==> config.mk <==
export PLATFORM = sky130hd
export DESIGN_NAME = dsp48a1_mac_sequencer
export DESIGN_NICKNAME = d
export VERILOG_FILES = /design/src/rtl/dsp48a1_ctrl_pkg.sv /design/src/rtl/dsp48a1_issue_pipe.sv /design/src/rtl/dsp48a1_mac_sequencer.sv
export SDC_FILE = /design/constraint.sdc
export NUM_CORES = 1
export LEC_CHECK = 0
export ABC_AREA = 1
export BUFFER_PORTS_ARGS = -buffer_cell sky130_fd_sc_hd__clkbuf_2
export CAP_MARGIN = 5
export CORE_MARGIN = 8
export CORE_UTILIZATION = 50
export CTS_CLUSTER_DIAMETER = 50
export DETAILED_ROUTE_END_ITERATION = 7
export PLACE_DENSITY = 0.8
export SYNTH_ARGS = -nofsm -noshare
export SYNTH_HDL_FRONTEND = slang
export SYNTH_SLANG_ARGS = --single-unit
==> constraint.sdc <==
create_clock -name clk_i -period 4.1 [get_ports clk_i]
set_input_delay 0.205 -clock clk_i [delete_from_list [all_inputs] [get_ports clk_i]]
set_output_delay 0.205 -clock clk_i [all_outputs]
set_load 0.01 [all_outputs]
==> src/rtl/dsp48a1_ctrl_pkg.sv <==
// Shared types and constants for the DSP48A1 multiply-accumulate sequencer.
// Holds the slice widths, the OPMODE field encodings and the controller state enum.
package dsp48a1_ctrl_pkg;

    localparam int unsigned AB_W  = 18;
    localparam int unsigned P_W   = 48;
    localparam int unsigned OPM_W = 8;

    localparam logic [1:0] OPM_X_ZERO = 2'b00;
    localparam logic [1:0] OPM_X_M    = 2'b01;
    localparam logic [1:0] OPM_Z_ZERO = 2'b00;
    localparam logic [1:0] OPM_Z_P    = 2'b10;

    typedef enum logic [2:0] {
        IDLE   = 3'd0,
        CLR    = 3'd1,
        FEED   = 3'd2,
        DRAIN  = 3'd3,
        RESULT = 3'd4
    } state_e;

    // A bubble adds zero to P; the first term of a job replaces stale P with M.
    function automatic logic [OPM_W-1:0] opmode_f(input logic v0, input logic first0);
        logic [1:0] x_s;
        logic [1:0] z_s;
        x_s = v0 ? OPM_X_M : OPM_X_ZERO;
        z_s = (v0 && first0) ? OPM_Z_ZERO : OPM_Z_P;
        return {4'b0000, z_s, x_s};
    endfunction

endpackage

==> src/rtl/dsp48a1_issue_pipe.sv <==
// Operand issue stage: registers accepted operand pairs onto the slice A/B ports
// and produces OPMODE one cycle later so it meets the product at the post-adder.
module dsp48a1_issue_pipe
    import dsp48a1_ctrl_pkg::*;
(
    input  logic              clk_i,
    input  logic              rst_i,
    input  logic              hs_i,
    input  logic              first_i,
    input  logic [AB_W-1:0]   a_i,
    input  logic [AB_W-1:0]   b_i,
    output logic [AB_W-1:0]   dsp_a_o,
    output logic [AB_W-1:0]   dsp_b_o,
    output logic [OPM_W-1:0]  dsp_opmode_o
);

    logic [AB_W-1:0]  a_q, a_d;
    logic [AB_W-1:0]  b_q, b_d;
    logic             v0_q, v0_d;
    logic             first0_q, first0_d;
    logic [OPM_W-1:0] opm_q, opm_d;

    // Next-state: operands hold between handshakes; OPMODE follows the issue flags.
    always_comb begin
        a_d      = a_q;
        b_d      = b_q;
        v0_d     = hs_i;
        first0_d = hs_i && first_i;
        opm_d    = opmode_f(v0_q, first0_q);
        if (hs_i) begin
            a_d = a_i;
            b_d = b_i;
        end else begin
            a_d = a_q;
            b_d = b_q;
        end
    end

    // Issue registers.
    always_ff @(posedge clk_i or posedge rst_i) begin
        if (rst_i) begin
            a_q      <= {AB_W{1'b0}};
            b_q      <= {AB_W{1'b0}};
            v0_q     <= 1'b0;
            first0_q <= 1'b0;
            opm_q    <= {OPM_W{1'b0}};
        end else begin
            a_q      <= a_d;
            b_q      <= b_d;
            v0_q     <= v0_d;
            first0_q <= first0_d;
            opm_q    <= opm_d;
        end
    end

    assign dsp_a_o      = a_q;
    assign dsp_b_o      = b_q;
    assign dsp_opmode_o = opm_q;

endmodule

==> src/rtl/dsp48a1_mac_sequencer.sv <==
// Streams operand pairs through one DSP48A1 slice as a multiply-accumulator and
// returns the 48-bit sum once the slice pipeline has drained.
module dsp48a1_mac_sequencer
    import dsp48a1_ctrl_pkg::*;
#(
    parameter int unsigned LEN_W   = 16,
    parameter int unsigned DSP_LAT = 3
) (
    input  logic              clk_i,
    input  logic              rst_i,
    input  logic              start_i,
    input  logic [LEN_W-1:0]  len_i,
    output logic              busy_o,
    input  logic              s_valid_i,
    output logic              s_ready_o,
    input  logic [AB_W-1:0]   s_a_i,
    input  logic [AB_W-1:0]   s_b_i,
    output logic [AB_W-1:0]   dsp_a_o,
    output logic [AB_W-1:0]   dsp_b_o,
    output logic [OPM_W-1:0]  dsp_opmode_o,
    output logic              dsp_ce_o,
    output logic              dsp_rst_o,
    input  logic [P_W-1:0]    dsp_p_i,
    output logic              res_valid_o,
    input  logic              res_ready_i,
    output logic [P_W-1:0]    res_data_o
);

    localparam int unsigned CNT_W = 4;

    state_e             state_q;
    logic               busy_q;
    logic               s_ready_q;
    logic               dsp_ce_q;
    logic               dsp_rst_q;
    logic               res_valid_q;
    logic [P_W-1:0]     res_data_q;
    logic [LEN_W-1:0]   rem_q;
    logic [CNT_W-1:0]   cnt_q;
    logic               first_pend_q;
    logic               hs_s;

    assign hs_s = s_valid_i && s_ready_q;

    dsp48a1_issue_pipe u_issue (
        .clk_i        (clk_i),
        .rst_i        (rst_i),
        .hs_i         (hs_s),
        .first_i      (first_pend_q),
        .a_i          (s_a_i),
        .b_i          (s_b_i),
        .dsp_a_o      (dsp_a_o),
        .dsp_b_o      (dsp_b_o),
        .dsp_opmode_o (dsp_opmode_o)
    );

    // Job FSM; outputs are registered from the state being entered.
    always_ff @(posedge clk_i or posedge rst_i) begin
        if (rst_i) begin
            state_q      <= IDLE;
            busy_q       <= 1'b0;
            s_ready_q    <= 1'b0;
            dsp_ce_q     <= 1'b0;
            dsp_rst_q    <= 1'b1;
            res_valid_q  <= 1'b0;
            res_data_q   <= {P_W{1'b0}};
            rem_q        <= {LEN_W{1'b0}};
            cnt_q        <= {CNT_W{1'b0}};
            first_pend_q <= 1'b0;
        end else begin
            case (state_q)
                IDLE: begin
                    dsp_rst_q <= 1'b0;
                    dsp_ce_q  <= 1'b1;
                    if (start_i) begin
                        busy_q <= 1'b1;
                        if (len_i != {LEN_W{1'b0}}) begin
                            rem_q     <= len_i;
                            dsp_rst_q <= 1'b1;
                            dsp_ce_q  <= 1'b0;
                            state_q   <= CLR;
                        end else begin
                            res_data_q  <= {P_W{1'b0}};
                            res_valid_q <= 1'b1;
                            state_q     <= RESULT;
                        end
                    end
                end
                CLR: begin
                    dsp_rst_q    <= 1'b0;
                    dsp_ce_q     <= 1'b1;
                    s_ready_q    <= 1'b1;
                    first_pend_q <= 1'b1;
                    state_q      <= FEED;
                end
                FEED: begin
                    if (hs_s) begin
                        rem_q        <= rem_q - LEN_W'(1);
                        first_pend_q <= 1'b0;
                        if (rem_q == LEN_W'(1)) begin
                            s_ready_q <= 1'b0;
                            cnt_q     <= {CNT_W{1'b0}};
                            state_q   <= DRAIN;
                        end
                    end
                end
                // Wait out the slice latency plus the skewed OPMODE stage.
                DRAIN: begin
                    if (cnt_q == CNT_W'(DSP_LAT)) begin
                        res_data_q  <= dsp_p_i;
                        res_valid_q <= 1'b1;
                        state_q     <= RESULT;
                    end else begin
                        cnt_q <= cnt_q + CNT_W'(1);
                    end
                end
                RESULT: begin
                    if (res_ready_i) begin
                        res_valid_q <= 1'b0;
                        busy_q      <= 1'b0;
                        state_q     <= IDLE;
                    end
                end
                default: begin
                    state_q     <= IDLE;
                    busy_q      <= 1'b0;
                    s_ready_q   <= 1'b0;
                    res_valid_q <= 1'b0;
                    dsp_rst_q   <= 1'b1;
                    dsp_ce_q    <= 1'b0;
                end
            endcase
        end
    end

    assign busy_o      = busy_q;
    assign s_ready_o   = s_ready_q;
    assign dsp_ce_o    = dsp_ce_q;
    assign dsp_rst_o   = dsp_rst_q;
    assign res_valid_o = res_valid_q;
    assign res_data_o  = res_data_q;

endmodule

==> results.toml <==
[run_status]
status = "complete, no violations"

[finish]
fill_cells = 969
final_area_um2 = 7468
post-route-util_pct = 66.26
final_common_cell = "nand2_1"
drive_above_1_share_pct = 26.26
area_growth_pct = 31.45
nNetsFinal = 1053
final_cell_mix = "nand2_1 (365), clkbuf_2 (195), dfrtp_1 (116)"

[synthesis]
synth_compound_area_share_pct = 2.422
ys_seq_area_share_pct = 51.55
yosys-top-cells-area = "dfrtp_1 (51%), nand2_1 (24%), nand3b_1 (6.5%)"
synth_top_family_by_area = "simple AND/OR/NAND/NOR gates"
synthAdderAreaFrac_pct = 0.6606
ys_warn_count = 0
async_flop_share_pct = 100.0
synth_cell_types = 29
synth_mux_area_share_pct = 0
synth_edf_count = 0
netlist.area_leader.share_pct = 51.09
netlist_area_um2 = 5682
syn_area_per_cell_um2 = 7.730
yosys.area_share.simple_pct = 38.47
ys_ff_latch = 117
synth_cells = 735
yosysTopAreaCell = "dfrtp_1"
synth_flop_cell = "dfrtp_1"
synth_xor_area_share_pct = 0.3083

[sta]
worstMarginPinSlew_ns = 0.8645
max_slew_margin_pct = 42.16
fmax_ghz = 0.3789
hold_viol = 0
finalCritPeriodShare_pct = 64.38
tns_ns = 0
setup_slack_ns = 1.461
fin_crit_ns = 2.640
maxSlewViolCount = 0
rsz0062_at_grt = "no"
fin_skew_ns = 0.01403
setup_viol_count_final = 0

[place]
dpl.hpwl_um = 10930
gp_congestion = 0.8492
dpl_cell_area_um2 = 6694
dp_slack_ns = 1.448
portBuffers = 195

[worst_setup_path]
max_stage_delay_ns = 0.63
cp_cell_sequence = "nand2_1 -> nor2_4 -> inv_2 -> o21ai_4 -> buf_4 -> nand2_2 -> nand2_1 -> nand2_1"
cpMaxStageDelayCell = "nand2_2"
crit_buf_inv = 2
startpoint_type = "flop"
worstPathArrival_ns = 2.92
crit_family = "simple AND/OR/NAND/NOR gates"
path_common_cell = "nand2_1"
crit_type = "reg -> reg"
end_kind = "flop"
cp_max_fo = 50
required_ns = 4.38

[clocking]
path_clk_slew_ns = 0.05
cts_htree_levels = 4
cts_buffers = 17
cts_tree = "yes"
cts.sinks = 117
postCtsSetupBuffers = 0
ctsLongestPathBuffers = 2
clk_latency_ns = 0.40
cts-root-buf = "clkbuf_16"

[routing]
via_count = 5404
drc = 0
drtPass1Iterations = 5
ant_nets = 0
totalWireLength_um = 15660
wire_per_inst_um = 14.24
viasPerCell = 4.913
drt_iter0_markers = 388

[min_path]
worstHoldPathType = "in -> reg"

[global_routing]
grt_max_degree = 54
grt_usage_pct = 21.04
grt_pass1_vias = 5347
antenna_found_initial = 0
overflow = 0
grt_pass1_wl_um = 25210

[power_and_ir_drop]
ir_drop_mv = 0.3592
p_per_area_nw_per_um2 = 762.3
power.leakage_nw = 4.225
power_mw = 5.693

[floorplan]
row_count = 39
die_h_um = 122.6
num_io_pins = 202
dieArea_um2 = 15030
start_util_pct = 50.41
chipWidth_um = 122.6
core_um2 = 11270

[job]
maxCapViolations = 0
[routing by layer]
metal | wire [µm] | up-vias | track usage [%]
li1 | - | 2693 | -
met1 | 6492 | 2496 | 25.64
met2 | 7790 | 190 | 34.37
met3 | 1061 | 25 | 6.026
met4 | 316 | 0 | 8.987
met5 | 0 | - | 0
[per-stage QoR]
step                hold WS (ns)  instances
global placement          0.3319       1045
detailed placement        0.3419       1045
global route            0.008385       1099
CTS                    0.0006662       1099
floorplan                 0.3146        740
finish                   0.01331       1100
[Yosys cell counts, types with 2 or more instances]
cell      instances
nand2_1         365
dfrtp_1         116
nand3b_1         49
nand3_1          41
nor2_1           37
inv_1            32
o21ai_0          20
clkbuf_1         13
buf_2            11
buf_4            11
or2_2             7
inv_2             5
buf_1             3
buf_6             3
ha_1              3
nand2_2           3
nand4_1           3
a21oi_1           2
[flip-flops by register name, summed over array words and instances (netlist names), 2 cells and up]
name,cells
cnt_q,4
state_q,3
u_issue.dsp_a_o,18
res_data_o,48
u_issue.dsp_opmode_o,2
u_issue.dsp_b_o,18
rem_q,16
[cell families after synthesis]
family,count (synthesis)
xor+xnor,2
simple gates,508
buf+inv,78
flops,117
compound gates,26
fa+ha+maj,3
other cells,1
[where the power goes]
group | leakage (nW) | switching (mW) | internal [mW]
Clock | 0.265 | 0.497 | 0.836
Combinational | 2.44 | 1.48 | 0.820
Sequential | 1.52 | 0.369 | 1.69
[path summary, 6_finish.rpt]
| path | cells after the start | startpoint | to | slack [ns] |
|---|---|---|---|---|
| max | 8 | state_q[1]$_DFFE_PP0P_ | res_data_o[31]$_DFFE_PP0P_ | 1.46 |
| min | 3 | s_b_i[7] | u_issue.dsp_b_o[7]$_DFFE_PP0P_ | 0.01 |
| max reg2reg | 8 | state_q[1]$_DFFE_PP0P_ | res_data_o[31]$_DFFE_PP0P_ | 1.46 |
| min reg2reg | 0 | u_issue.v0_q$_DFF_PP0_ | u_issue.dsp_opmode_o[0]$_DFF_PP0_ | 0.37 |
| max in group asynchronous | 4 | rst_i | dsp_rst_o$_DFFE_PP1N_ | 2.67 |
| min in group asynchronous | 3 | rst_i | res_data_o[17]$_DFFE_PP0P_ | 0.47 |
[repair_timing]
item                      in CTS  in global routing
hold endpoints to repair      74                  0
hold buffers                  24                  0
gates resized for setup        0                  0
[final cells by class]
class                      instances  area (µm²)  area share (%)
antenna                            1       2.502         0.03351
inverter                          37       141.4           1.893
multi-input combinational        545        2409           32.25
clock inverter                    10       85.08           1.139
clock buffer                      20       446.7           5.981
timing repair buffer             227        1276           17.09
sequential                       117        2929           39.22
tap                              143       178.9           2.396
[tightest hold or removal path: cells and delay by family]
| kind | cells | cell delay, ns |
|---|---|---|
| buffers and inverters | 1 | 0.07 |
| AND/OR/NAND/NOR | 2 | 0.09 |
(Power assumes the default switching activity.)
